## config.mk

```make
export PLATFORM = sky130hd
export DESIGN_NAME = pipe_drain
export DESIGN_NICKNAME = d
export VERILOG_FILES = /design/src/rtl/pipe_pkg.sv /design/src/rtl/pipe_drain_stage.sv /design/src/rtl/pipe_drain.sv
export SDC_FILE = /design/constraint.sdc
export NUM_CORES = 1
export LEC_CHECK = 0
export CAP_MARGIN = 20
export CORE_MARGIN = 5
export CORE_UTILIZATION = 30
export CTS_BUF_LIST = sky130_fd_sc_hd__clkbuf_16
export DETAILED_ROUTE_END_ITERATION = 12
export REMOVE_ABC_BUFFERS = 1
export SYNTH_ARGS = -nofsm -noshare
export SYNTH_HDL_FRONTEND = slang
export SYNTH_SLANG_ARGS = --single-unit
```

## constraint.sdc

```tcl
create_clock -name clk -period 2.5 [get_ports clk]
set_input_delay 0.375 -clock clk [delete_from_list [all_inputs] [get_ports clk]]
set_output_delay 0.375 -clock clk [all_outputs]
set_load 0.01 [all_outputs]
```

## src/rtl/pipe_pkg.sv

```systemverilog
// Shared definitions for the CPU register-chain datapath: default sizes,
// the per-stage register record and a popcount helper.
package pipe_pkg;

  localparam int unsigned DEF_DEPTH = 4;
  localparam int unsigned DEF_WIDTH = 8;

  typedef struct packed {
    logic                 vld;
    logic [DEF_WIDTH-1:0] dat;
  } stage_t;

  // Counts set bits of a vector zero-extended to 32 bits (DEPTH <= 32).
  function automatic int unsigned popcount(input logic [31:0] v);
    int unsigned n;
    n = 0;
    for (int unsigned b = 0; b < 32; b++) begin
      n += {31'd0, v[b]};
    end
    return n;
  endfunction

endpackage

```

## src/rtl/pipe_drain_stage.sv

```systemverilog
// One valid/data pipeline register. A load wins over a clear, so a stage that
// empties and refills on the same edge stays valid with the new word.
module pipe_stage
  import pipe_pkg::*;
#(
  parameter int unsigned WIDTH = DEF_WIDTH
) (
  input  logic             clk_i,
  input  logic             rst_ni,
  input  logic             load_i,
  input  logic             clear_i,
  input  logic [WIDTH-1:0] data_i,
  output logic             vld_o,
  output logic [WIDTH-1:0] data_o
);

  logic             vld_q, vld_d;
  logic [WIDTH-1:0] dat_q, dat_d;

  always_comb begin
    vld_d = vld_q;
    dat_d = dat_q;
    if (load_i) begin
      vld_d = 1'b1;
      dat_d = data_i;
    end else if (clear_i) begin
      vld_d = 1'b0;
    end
  end

  always_ff @(posedge clk_i) begin
    if (!rst_ni) begin
      vld_q <= 1'b0;
      dat_q <= '0;
    end else begin
      vld_q <= vld_d;
      dat_q <= dat_d;
    end
  end

  assign vld_o  = vld_q;
  assign data_o = dat_q;

endmodule

```

## src/rtl/pipe_drain.sv

```systemverilog
// DEPTH-stage valid/ready register chain with collapsing bubbles and flush.
// Ready ripples combinationally from the tail back to the head each cycle.
module pipe_drain
  import pipe_pkg::*;
#(
  parameter int unsigned DEPTH = DEF_DEPTH,
  parameter int unsigned WIDTH = DEF_WIDTH,
  parameter int unsigned CNTW  = $clog2(DEPTH + 1)
) (
  input  logic             clk,
  input  logic             rst,
  input  logic             in_valid,
  output logic             in_ready,
  input  logic [WIDTH-1:0] in_data,
  output logic             out_valid,
  input  logic             out_ready,
  output logic [WIDTH-1:0] out_data,
  input  logic             flush,
  output logic [CNTW-1:0]  count
);

  logic [DEPTH-1:0]            stage_vld;
  logic [DEPTH-1:0][WIDTH-1:0] stage_dat;
  logic [DEPTH-1:0][WIDTH-1:0] stage_src;
  logic [DEPTH-1:0]            adv, load, clr, vld_d;
  logic [CNTW-1:0]             count_q, count_d;
  logic                        accept;

  always_comb begin
    adv            = '0;
    adv[DEPTH-1]   = stage_vld[DEPTH-1] & out_ready & ~flush;
    for (int unsigned k = 0; k < DEPTH - 1; k++) begin
      adv[DEPTH-2-k] = stage_vld[DEPTH-2-k] & (~stage_vld[DEPTH-1-k] | adv[DEPTH-1-k]);
    end

    in_ready = rst & ~flush & (~stage_vld[0] | adv[0]);
    accept   = in_valid & in_ready;

    // Flush blocks every load and clears every stage; data registers keep their contents.
    load     = '0;
    load[0]  = accept;
    stage_src    = '0;
    stage_src[0] = in_data;
    for (int unsigned k = 1; k < DEPTH; k++) begin
      load[k]      = adv[k-1] & ~flush;
      stage_src[k] = stage_dat[k-1];
    end
    clr   = adv | {DEPTH{flush}};
    vld_d = load | (stage_vld & ~clr);

    count_d = CNTW'(popcount(32'(vld_d)));
  end

  for (genvar g = 0; g < DEPTH; g++) begin : g_stage
    pipe_stage #(
      .WIDTH(WIDTH)
    ) u_stage (
      .clk_i  (clk),
      .rst_ni (rst),
      .load_i (load[g]),
      .clear_i(clr[g]),
      .data_i (stage_src[g]),
      .vld_o  (stage_vld[g]),
      .data_o (stage_dat[g])
    );
  end

  always_ff @(posedge clk) begin
    if (!rst) begin
      count_q <= '0;
    end else begin
      count_q <= count_d;
    end
  end

  assign out_valid = rst & stage_vld[DEPTH-1] & ~flush;
  assign out_data  = rst ? stage_dat[DEPTH-1] : '0;
  assign count     = rst ? count_q : '0;

endmodule

```

==> results of run 1 <==
## through the flow
stage	setup TNS [ps]	util, %	worst slack, ps	hold slack (ps)	power [mW]
after CTS	0	40.10	95.91	465.3	1.328
after global routing	0	40.20	63.34	482.7	1.361
after floorplan	0	-	197.3	438.4	0.6800
after detailed placement	-329.1	37.56	-200.1	456.0	0.7303
after global placement	-90.77	37.56	-90.77	448.4	0.7299
final	0	40.20	172.8	462.9	1.307
## power breakdown
group | switching (mW) | internal (mW)
Sequential | 0.00283 | 0.631
Combinational | 0.0375 | 0.0445
Clock | 0.228 | 0.363
Total | 0.268 | 1.04
## cell families (layout without fill, tap and decap cells)
kind of cell / count (synthesis) / count (layout)
AND/OR/NAND/NOR: 74 / 74
multiplexers: 16 / 16
AO/OA/AOI/OAI: 39 / 39
flip-flops: 39 / 39
buffers and inverters: 16 / 48
adder cells (fa/ha/maj): 3 / 3
## metal layers
metal | GRT usage, % | part of all wire (%) | vias up
met5 | 0 | 0 | -
met4 | 4.317 | 1.9 | 0
met3 | 2.136 | 5.7 | 5
met2 | 13.49 | 41 | 26
met1 | 12.19 | 51 | 550
li1 | - | - | 697
## sequential cells by signal, summed over array words and instances (netlist names)
name and count:
g_stage.u_stage.data_o 32, count_q 3, g_stage.u_stage.vld_o 4
## layout make-up
cell class              count  share of cell area, %
flip-flops and latches     39                  35.27
clock buffers               5                  5.653
multi-input cells         132                  38.61
well taps                  72                  4.070
repair buffers             36                  15.04
clock inverters             3                 0.6784
inverters                   4                 0.6784
## how the worst max path moves through the flow
stage | startpoint | endpoint | slack [ps]
global placement | flush | count_q[1] | -90
floorplan | g_stage[2].u_stage.vld_o | count_q[1] | 200
finish | out_ready | count_q[1] | 170
detailed placement | out_ready | count_q[1] | -200
CTS | out_ready | count_q[1] | 100
global route | out_ready | count_q[1] | 60
## cells in the final DEF, fill, tap and decap left out, types with 2 or more instances in the layout
master	n
a21boi_0	16
and2_1	15
buf_4	11
clkbuf_16	5
clkdlybuf4s50_1	25
clkinv_2	3
dfxtp_1	39
ha_1	2
inv_1	4
mux2i_1	16
nand2_1	25
nand2b_1	3
nand3_1	16
nor2_1	7
nor2b_1	3
o21ai_0	18
## Yosys cell counts, types with 2 or more instances
| cell | count |
|---|---|
| and2_1 | 15 |
| ha_1 | 2 |
| buf_1 | 2 |
| inv_1 | 4 |
| nand2b_1 | 3 |
| nand3_1 | 16 |
| nor2_1 | 7 |
| nand2_1 | 25 |
| o21ai_0 | 18 |
| nor2b_1 | 3 |
| clkbuf_1 | 9 |
| a21boi_0 | 16 |
| dfxtp_1 | 39 |
| mux2i_1 | 16 |
## worst min-delay path: stages (launching register included)
cell and delay (ps):
dfxtp_1 310, nand2_1 50, mux2i_1 50
## timing repair
| action | in CTS | in global routing |
|---|---|---|
| resized for setup | 0 | 1 |
| setup endpoints to repair | 0 | 1 |
| buffers inserted | 0 | 0 |
==> out/metrics.cfg, run 1 <==
[hold_path]
whs_path_depth=2
hp-start=g_stage[1].u_stage.data_o[0]
hold_class=reg2reg
min_to=g_stage[1].u_stage.data_o[0]

[timing]
skew_ps=3.616
fmax_mhz=429.7
maxSlewHeadroom_pct=58.84
setup_viol=0
final_hold_viol_count=0
tightest_slew_ps=615.9
rsz0062_at_grt=no
fin_crit_sh_pct=93.09
slew_viol_final=0
period_needed_ps=2327

[floorplan]
fp-row-count=27
fp.dieW_um=85.09
die_area_um2=7240
start_util_pct=30.72
ios=26
die_y_um=85.09
core_um2=5507

[worst_setup_path]
r2r_slack_ps=260
r2r_cells=8
worstPathArrival_ps=2490
r2r-start=g_stage[3].u_stage.vld_o
critical-path-top-delay-family=adder cells
worstSetupStartpointType=primary input
crit_type=in2reg
cp_slowest_cell=fa_1
max_stage_delay_ps=500
worstSetupPathDepth=8
path_cells=clkdlybuf4s50_1, o21a_1, or2_2, fa_1, inv_1, ha_1, ha_1, and2_1
end_kind=flip-flop
crit_path_max_fanout=4
crit_top_cell=ha_1
cp_data_required_time_ps=2670
crit_buf_inv=2
worstReg2RegEnd=count_q[1]

[final_layout]
multi_input_area_um2=854.6
area_growth_pct=30.84
drive_above_1_share_pct=11.42
seq_area_um2=780.7
fill_cells=563
layout.nets=234
antenna_cells=0
fin_cells=291
final_area_um2=2213

[pwr]
p_per_area_nw_per_um2=590.5
leakage_nw=0.8924
ir_drop_mv=0.3056

[detailed_routing]
vias=1278
drc_errors=0
first_pass_iters=4
vias_per_cell=4.392
avgRoutedWirePerCell_um=10.48
detail-route-antenna-nets=0
routed_wl_um=3049
drtIter0Drc=74

[placement]
dp_hpwl_um=2191
dpl-instance-area_um2=2068
dp.cells=283
place_congestion=0.7649
port_buffers=25

[global_routing]
overflow=0
grt_pass1_wl_um=5388
grtUsageTotal_pct=9.033
grt_max_degree=41
antenna_found_initial=0
grt_pass1_vias=1168

[yosys]
synth_area_leaders=dfxtp_1 46%, mux2i_1 9.5%, a21boi_0 7.1%, and2_1 5.5%, nand2_1 5.5%
muxShareOfSynthArea_pct=9.467
yosysTopAreaCell=dfxtp_1
ys_ff_latch=39
synth_simple_gate_area_share_pct=21.89
synth_top_family_by_area=simple AND/OR/NAND/NOR gates
synth-compound-area-share_pct=16.20
yosysTopAreaCellShare_pct=46.15
synthArstFlopShare_pct=0
synth-edff-count=0
ys.flop_type=dfxtp_1
syn_area_per_cell_um2=9.046
yosysWarnings=0
synth_cells=187
seq_area_frac_synth_pct=46.15
syn-cell-area_um2=1692
synth_fa_ha_area_share_pct=2.663
synth-xor-area-share_pct=0
synth_cell_types=26

[job]
maxCapViolCount=0

[clocking]
htreeDepth=2
clock_path_buffers=2
cts_root_buffer=clkbuf_16
cts_hold_buf=0
cts_sinks=39
numCtsBuffers=5
cts_tree=built
insertion_delay_ps=270
path_clk_slew_ps=60

[outcome]
status=complete, no violations

No activity file was read; power rests on OpenSTA's default activity.
==> run 2, diff against run 1 <==
CORE_ASPECT_RATIO = 1.2   (was default)
clock period = 2.49 ns   (was 2.5 ns; I/O delays follow)
==> run 2 against run 1 <==
- largest cell class unchanged
- wire length increased by 2.6%
- worst setup slack better by 0.76 ps
- register-to-register slack got worse by 40 ps
- via count down 0.16%
- die area about the same
- clock power down 3%
- sequential cell count stayed put
- combinational power grew 3.7%
- total power down 0.90%
- cell area down 0.40%
- hold slack worse by 4.2 ps
- first-iteration DRC count is 27% lower
==> out/metrics.cfg, run 2 (synthesis results as in run 1) <==
[pwr]
finalPower_mw=1.295
comb_power_share_pct=6.6
clkPwrFrac_pct=44.3
switching_share_pct=19.80
pwr-share-seq_pct=49.2
p_per_area_nw_per_um2=587.5
leakage_nw=0.8906
ir_drop_mv=0.2878
intPower_mw=1.039
switchingPower_mw=0.2565

[final_layout]
seq_area_um2=780.7
final_common_cell=dfxtp_1
layout.nets=235
most-common-layout-cells=39 x dfxtp_1, 25 x nand2_1, 25 x clkdlybuf4s50_1
fill_cells=581
largest_reg_flops=32
final_area_um2=2205
antenna_cells=0
area_growth_pct=30.33
drive_above_1_share_pct=10.96
multi_input_area_um2=854.6

[detailed_routing]
drtIter0Drc=54
avgRoutedWirePerCell_um=11.06
detail-route-antenna-nets=0
vias_per_cell=4.509
vias=1276
routed_wl_um=3129
first_pass_iters=3
drc_errors=0

[clocking]
ctsResizeCount=0
cts_sinks=39
cts_setup_buffers=0
cts_root_buffer=clkbuf_16
cts_hold_buf=0
htreeDepth=2
path_clk_slew_ps=50
insertion_delay_ps=270
numCtsBuffers=5
clock_path_buffers=2
cts_tree=built

[worst_setup_path]
cp_slowest_cell=fa_1
r2r-start=g_stage[3].u_stage.vld_o
worstPathArrival_ps=2480
crit_top_cell=ha_1
end_kind=flip-flop
r2r_cells=8
crit_start=out_ready
r2r_slack_ps=220
crit_type=in2reg
path_cells=clkdlybuf4s50_1, o21a_1, or2_2, fa_1, inv_1, ha_1, ha_1, and2_1
crit_end=count_q[1]
cp_data_required_time_ps=2660
crit_path_max_fanout=4
worstReg2RegEnd=count_q[1]
max_stage_delay_ps=500
worstSetupStartpointType=primary input

[timing]
slew_viol_final=0
skew_ps=2.024
setup_viol=0
period_needed_ps=2316
setup_slack_ps=173.6
fmax_mhz=431.7
maxSlewHeadroom_pct=59.69
tightest_slew_ps=603.2
rsz0062_at_grt=no
fin_crit_sh_pct=93.03
final_hold_viol_count=0

[global_routing]
grt_max_degree=41
grtUsageTotal_pct=9.313
grt_pass1_vias=1224
grt_pass1_wl_um=5478
overflow=0
antenna_found_initial=0

[floorplan]
core_um2=5555
fp.dieW_um=78.55
die_y_um=92.26
fp-row-count=30
ios=26
start_util_pct=30.45
die_area_um2=7247

[placement]
place_congestion=0.7246
port_buffers=25
dpl-instance-area_um2=2066
pre_cts_ws_ps=-193.3
dp_hpwl_um=2312

[hold_path]
hold_class=reg2reg

[job]
maxCapViolCount=0

[outcome]
status=complete, no violations

[run 2: critical path: cells and delay by family]
kind            cells  cell delay [ps]
compound gates      1              220
fa+ha+maj           3              940
buf+inv             2              510
simple gates        2              430
[run 2: worst min path at each step]
stage	endpoint	slack, ps	startpoint	cells after the start
floorplan	g_stage[1].u_stage.data_o[0]	440	g_stage[1].u_stage.data_o[0]	2
global placement	g_stage[1].u_stage.data_o[6]	450	g_stage[1].u_stage.data_o[6]	2
detailed placement	g_stage[1].u_stage.data_o[6]	450	g_stage[1].u_stage.data_o[6]	2
finish	g_stage[1].u_stage.data_o[2]	460	g_stage[1].u_stage.data_o[2]	2
global route	g_stage[1].u_stage.data_o[2]	480	g_stage[1].u_stage.data_o[2]	2
CTS	g_stage[1].u_stage.data_o[6]	460	g_stage[1].u_stage.data_o[6]	2
[run 2: layout make-up]
| cell class | count | share of cell area, % |
|---|---|---|
| clock buffer | 5 | 5.675 |
| clock inverter | 2 | 0.3973 |
| inverter | 4 | 0.6810 |
| multi-input combinational | 132 | 38.76 |
| sequential | 39 | 35.41 |
| tap | 64 | 3.632 |
| timing repair buffer | 37 | 15.44 |
[run 2: routing by layer]
layer	vias up	global-route usage, %	share of wire (%)	routed length [um]
met5	-	0	0	0
met4	0	3.499	0.96	30
met3	2	2.849	4.7	147
met2	21	15.58	49	1547
met1	556	11.08	45	1403
li1	697	-	-	-
[run 2: through the flow]
stage | util [%] | cells | hold slack (ps) | setup TNS [ps]
2_1_floorplan | - | 175 | 438.4 | 0
3_3_place_gp | 37.18 | 276 | 452.1 | -102.4
3_5_place_dp | 37.18 | 276 | 452.9 | -328.1
4_1_cts | 39.59 | 283 | 461.3 | 0
5_1_grt | 39.68 | 283 | 476.6 | 0
6_report | 39.68 | 283 | 458.7 | 0
[run 2: power groups by stage]
stage / sequential, mW / clock (mW) / combinational [mW]
6_report: 0.637 / 0.574 / 0.0850
5_1_grt: 0.637 / 0.622 / 0.0940
4_1_cts: 0.636 / 0.595 / 0.0868
3_5_place_dp: 0.650 / 0 / 0.0865
3_3_place_gp: 0.650 / 0 / 0.0856
2_1_floorplan: 0.649 / 0 / 0.0333
